==> src/rtl/mem_access_ctrl.sv <==
// =============================================================================
// mem_access_ctrl : LC-3b MEM-stage sequencer (direct and LDI/STI accesses)
// Optional watchdog: define MEM_TIMEOUT_EN.      Revision 1.0
// =============================================================================
`default_nettype none

module mem_access_ctrl #(
  parameter int ADDR_W         = 16,
  parameter int DATA_W         = 16,
  parameter int TIMEOUT_CYCLES = 255
) (
  input  logic              clk,
  input  logic              rst_n,
  input  logic              valid_in,
  input  logic              mem_read_c,
  input  logic              mem_write_c,
  input  logic              indirect_c,
  input  logic              indirect_write,
  input  logic [1:0]        byte_en_c,
  input  logic [ADDR_W-1:0] addr_in,
  input  logic [DATA_W-1:0] wdata_in,
  input  logic              dmem_resp,
  input  logic [DATA_W-1:0] dmem_rdata,
  output logic              dmem_read,
  output logic              dmem_write,
  output logic [ADDR_W-1:0] dmem_address,
  output logic [DATA_W-1:0] dmem_wdata,
  output logic [1:0]        dmem_byte_enable,
  output logic              stall,
  output logic              done,
  output logic [DATA_W-1:0] rdata_out,
  output logic              mem_error
);

  typedef enum logic [1:0] {
    IDLE = 2'd0,
    ACC1 = 2'd1,
    ACC2 = 2'd2,
    DONE = 2'd3
  } state_t;

  state_t            state, state_nx;
  logic [ADDR_W-1:0] addr_q, ptr_q;
  logic [DATA_W-1:0] wdata_q, rdata_q;
  logic [1:0]        be_q;
  logic              ind_q, wr_q, indw_q;
  logic              req, timeout, stall_c, sel_ptr, cap_ptr, cap_rd;

  assign req = valid_in & (mem_read_c | mem_write_c | indirect_c);

  always_comb begin
    state_nx         = state;
    stall_c          = 1'b0;
    done             = 1'b0;
    dmem_read        = 1'b0;
    dmem_write       = 1'b0;
    dmem_byte_enable = 2'b11;
    sel_ptr          = 1'b0;
    cap_ptr          = 1'b0;
    cap_rd           = 1'b0;
    case (state)
      IDLE: begin
        stall_c = req;
        if (req) state_nx = ACC1;
      end
      ACC1: begin
        stall_c = 1'b1;
        if (ind_q) begin
          dmem_read = 1'b1;
        end else begin
          dmem_write       = wr_q;
          dmem_read        = ~wr_q;
          dmem_byte_enable = be_q;
        end
        if (dmem_resp) begin
          cap_ptr  = ind_q;
          cap_rd   = ~ind_q & ~wr_q;
          state_nx = ind_q ? ACC2 : DONE;
        end else if (timeout) begin
          state_nx = DONE;
        end
      end
      ACC2: begin
        stall_c    = 1'b1;
        sel_ptr    = 1'b1;
        dmem_write = indw_q;
        dmem_read  = ~indw_q;
        if (dmem_resp) begin
          cap_rd   = ~indw_q;
          state_nx = DONE;
        end else if (timeout) begin
          state_nx = DONE;
        end
      end
      DONE: begin
        done     = 1'b1;
        state_nx = IDLE;
      end
      default: state_nx = IDLE;
    endcase
  end

  // Upstream must never see a freeze while the block is held in reset.
  assign stall        = stall_c & rst_n;
  assign dmem_address = (sel_ptr ? ptr_q : addr_q) & ~ADDR_W'(1);
  assign dmem_wdata   = wdata_q;
  assign rdata_out    = rdata_q;

  always_ff @(posedge clk) begin
    if (!rst_n) begin
      state   <= IDLE;
      addr_q  <= '0;
      ptr_q   <= '0;
      wdata_q <= '0;
      rdata_q <= '0;
      be_q    <= 2'b11;
      ind_q   <= 1'b0;
      wr_q    <= 1'b0;
      indw_q  <= 1'b0;
    end else begin
      state <= state_nx;
      if (state == IDLE && req) begin
        addr_q  <= addr_in;
        wdata_q <= wdata_in;
        be_q    <= byte_en_c;
        ind_q   <= indirect_c;
        wr_q    <= mem_write_c;
        indw_q  <= indirect_write;
      end
      if (cap_ptr) ptr_q   <= ADDR_W'(dmem_rdata);
      if (cap_rd)  rdata_q <= dmem_rdata;
    end
  end

`ifdef MEM_TIMEOUT_EN
  logic [7:0] wait_cnt;
  logic       err_q;

  assign timeout   = ~dmem_resp & (state == ACC1 || state == ACC2) &&
                     (wait_cnt == 8'(TIMEOUT_CYCLES - 1));
  assign mem_error = err_q & (state == DONE);

  always_ff @(posedge clk) begin
    if (!rst_n) begin
      wait_cnt <= '0;
      err_q    <= 1'b0;
    end else begin
      err_q <= timeout;
      if ((state_nx == ACC1 || state_nx == ACC2) && state_nx != state)
        wait_cnt <= '0;
      else if (~dmem_resp && wait_cnt != 8'hFF)
        wait_cnt <= wait_cnt + 8'd1;
    end
  end
`else
  assign timeout   = 1'b0;
  assign mem_error = 1'b0;
`endif

endmodule

`default_nettype wire

==> config.mk <==
export PLATFORM = sky130hd
export DESIGN_NAME = mem_access_ctrl
export DESIGN_NICKNAME = d
export VERILOG_FILES = /design/src/rtl/mem_access_ctrl.sv
export SDC_FILE = /design/constraint.sdc
export NUM_CORES = 1
export LEC_CHECK = 0
export ABC_AREA = 1
export ABC_CLOCK_PERIOD_IN_PS = 1900
export CAP_MARGIN = 20
export CORE_MARGIN = 2
export CORE_UTILIZATION = 44
export CTS_CLUSTER_SIZE = 30
export DETAILED_ROUTE_END_ITERATION = 16
export GPL_ROUTABILITY_DRIVEN = 0
export GPL_TIMING_DRIVEN = 0
export PLACE_DENSITY_LB_ADDON = 0.15
export SYNTH_ARGS = -nofsm -noshare
export SYNTH_HDL_FRONTEND = slang
export SYNTH_SLANG_ARGS = --single-unit
==> constraint.sdc <==
create_clock -name clk -period 1.9 [get_ports clk]
set_clock_uncertainty 0.05 [all_clocks]
set_input_delay 0.38 -clock clk [delete_from_list [all_inputs] [get_ports clk]]
set_output_delay 0.38 -clock clk [all_outputs]
set_load 0.01 [all_outputs]
### After elaboration in Yosys (flattened, before gate mapping)

Cells that the tools add are included.

* $add $sub $neg: 0
* order comparisons: 0
* reduce and logical (&&, ||, !) cells: 4
* bitwise logic cells: 8
* mux-type cells: 20
* div/mod/pow operators: 0
* shift operators: 0
* $mul: 0
* equal/unequal tests: 6

Operators by type and width (number)
* $mux W16: 1
* $mux W2: 5
* $mux W1: 9
* $pmux W1 S2: 4
* $pmux W2 S4: 1
* $ne A2 B2 Y1 const B: 3
* $eq A2 B2 Y1 const B: 2
* $and A1 B1 Y1: 3
* $not A1 Y1: 3
* $reduce_and A3 Y1: 1
* $eq A2 B1 Y1 const B: 1
* $logic_not A2 Y1: 1
* $or A1 B1 Y1: 2
* $reduce_or A2 Y1: 1
* $logic_and A1 B1 Y1: 1

* bits in writable memories: 0
* memories kept: 0
* logic and storage cells: 47
* bits of input ports: 58
* register bits after elaboration: 71
* bits in latches: 0
* memory bits (read-only): 0

### Depth between registers and ports, before layout

* word-level depth: 5
* gate-level depth with buffers: 10
* depth with buffers taken out: 8

### Least setup slack after synthesis

OpenSTA, ideal clock, no wires.

* path type: register -> output
* start point: reg state[0]
* end point: out dmem_address[15]
* data required time: 1470 ps
* stages on the path, launching flop included: 7
* slack: 227 ps
* arrival time: 1243 ps
* cells stage by stage: dfxtp_1 -> inv_1 -> ha_1 -> buf_4 -> clkbuf_1 -> nor2_1 -> a21oi_1

* longest elaborated chain between the ends: 3

RTL lines
* start, declared: line 42 `state_t state, state_nx;`
* start signal, assigned: line 121 `state <= state_nx;`
* $eq A2 B2 Y1: line 61 `case (state)`
* $mux W1: line 61
* $mux W16: line 105 `assign dmem_address = (sel_ptr ? ptr_q : addr_q) & ~ADDR_W'(1);`
* end, declared: line 26 `output logic [ADDR_W-1:0] dmem_address,`

Every way passes these cells.

### Worst setup path after layout

* start point: reg state[0]
* end point: out dmem_address[10]

The elaborated chain is that of the path after synthesis.

==> results.ini <==
[outcome]
outcome=finished, violations left
failed_checks=negative setup slack

[cts]
cts_made_buffers=9
cts_root_buffer=clkbuf_8
cts_tree=done
clk_pin_slew_ns=0.07
clk_latency_ns=0.33
cts.sinks=69
ctsHtreeMaxLevel=3
max-clock-path-buffers=2

[timing]
setup_tns_ns=-0.439
max_clock_freq_mhz=515
setup_viol=17
rsz0062_at_grt=yes
period_share_pct=102
drv_slew=0
finalWorstPathRequiredPeriod_ns=1.94
hold_violations=0
setup_ws_ns=-0.0423

[place]
place_area_um2=4120
place_hpwl_um=5820
dp.cells=581
io_buffers=108

[setup_path]
crit_start=state[0]
path_class=reg -> out
cp_max_fo=6
rrSetupSlack_ns=0.25
timing.rr.end=ptr_q[13]
timing.rr.start=state[0]
max_stage_delay_ns=0.36
cp.required_ns=1.47
crit_chain=inv_6 -> ha_4 -> buf_8 -> clkbuf_16 -> nor2_4 -> a21oi_4 -> buf_6
startpoint_type=flip-flop
crit_arrival_ns=1.51
cp-endpoint=dmem_address[10]
cp-end-kind=primary output
reg2reg_depth=6
critPathSlowestCell=dfxtp_4

[routing]
wl_per_cell_um=13.6
drt_iter0_drc=104
drtAntennaViolNets=0
drt_wl_total_um=8290
dr.pass1.iters=4
dr_total_vias=2964
viasPerCell=4.88
drc_errors=0

[cells_and_area]
mostFrequentLayoutCells=98 x nand2_1, 84 x clkdlybuf4s50_1, 72 x a21oi_1
synthToLayoutAreaGrowth_pct=59.4
fillers=464
regArea_um2=1390
finalNonFillerCells=608
diodes=0
final_common_cell=nand2_1
drive_above_1_share_pct=20.7
multiInputGateArea_um2=1490
finish.instance_area_um2=4680
fin_util_pct=73.3
final_nets=589

[grt]
grt_pass1_vias=2851
grt_max_degree=12
grt_pass1_wl_um=13200
gr-total-overflow=0
globalRouteTotalUtil_pct=22.7
grt_antenna_before_repair=0

[floorplanning]
die_h_um=85.7
die_w_um=85.7
dieArea_um2=7340
num_io_pins=113
initial_core_util_pct=46.0
core_area_um2=6390
rows=29

[worst_hold_path]
hp-start=rst_n
hold_path.class=in -> reg

[synth]
ys_types=20
synth_seq_cells=69
yosysSeqAreaShare_pct=47.1
postSynthAreaPerCell_um2=7.43
yosys.area.top_type_share_pct=47.1
yosys-top-cells-area=dfxtp_1 47%, a21oi_1 14%, nand2_1 13%
yosysWarnings=0
synth_area_leader_cell=dfxtp_1
syn_area_um2=2940
syn_inst=395

[power_and_ir_drop]
irDropWorstVdd_uv=771
p_leak_nw=1.85
finalPower_mw=6.78
power_density_nw_per_um2=1450

[job]
drv_cap=0

## worst min path at each step
stage	cells past startpoint	slack [ns]	endpoint
floorplan	2	0.38	ptr_q[1]
global placement	2	0.40	ptr_q[14]
detailed placement	2	0.40	addr_q[8]
CTS	3	0.31	ptr_q[2]
global route	3	0.31	ptr_q[5]
finish	3	0.32	ptr_q[2]
## layout make-up
type	count	share of cell area, %
plain buffers	30	5.78
clock buffers	13	3.40
clock inverters	3	1.44
inverters	24	2.09
multi-input cells	273	31.9
flip-flops and latches	69	29.7
well taps	77	2.06
repair buffers	119	23.6
## per-layer routing
| layer | GRT usage [%] | routed length [um] |
|---|---|---|
| met4 | 8.51 | 78 |
| met1 | 26.9 | 3540 |
| met2 | 38.4 | 4110 |
| met5 | 0 | 0 |
| met3 | 7.51 | 565 |
## per-stage QoR
step                      hold WS [ns]  setup slack [ns]
after floorplan                  0.379             0.227
after global placement           0.395            -0.571
after detailed placement         0.405            -0.574
after CTS                        0.308           -0.0420
after global routing             0.309            -0.104
final                            0.318           -0.0423
## power breakdown
| part | switching [mW] | total (mW) | internal (mW) |
|---|---|---|---|
| combinational | 1.74 | 3.48 | 1.74 |
| sequential | 0.199 | 1.96 | 1.76 |
| clock | 0.533 | 1.35 | 0.813 |
| total | 2.47 | 6.78 | 4.31 |
## cells by family (layout without fill, tap and decap cells)
group | Yosys count | after routing | synth area share (%)
AOI/OAI and AO/OA | 101 | 101 | 17.4
adders and majority gates | 5 | 5 | 2.13
buffers and inverters | 54 | 189 | 9.59
DFF | 69 | 69 | 47.1
other | 1 | 2 | 0.128
and+or+nand+nor | 165 | 165 | 23.7
## repair_timing
action,4_1_cts,5_1_grt
pin swaps,8,5
buffers inserted,6,1
cloned,3,1
gates resized for setup,146,22
endpoints found under the setup margin,21,20
hold buffers,0,0
## worst max-delay path: cells and delay by family, from the launching register on
family	cells	cell delay, ns
buffers and inverters	4	0.49
adders and majority gates	1	0.15
AOI/OAI and AO/OA	1	0.13
DFF	1	0.36
and+or+nand+nor	1	0.04
## registers in the layout, indices dropped and copies added (netlist names)
| signal | cells |
|---|---|
| dmem_wdata | 16 |
| rdata_out | 16 |
| addr_q | 15 |
| ptr_q | 15 |
| be_q | 2 |
| state | 2 |
| ind_q | 1 |
| indw_q | 1 |
| wr_q | 1 |
## cells in the mapped netlist
cell      instances
nor2_1           37
inv_1            22
clkbuf_1          9
nand3_1           7
or2_2             2
conb_1            1
buf_2             9
buf_1             1
inv_2             1
nand3b_1         16
a21oi_1          84
buf_6             7
dfxtp_1          69
o21ai_0          15
buf_4             4
o21bai_1          2
ha_1              5
nand2_1         102
and3_1            1
clkinv_1          1
Note: power is estimated with default switching activity, not from simulation.
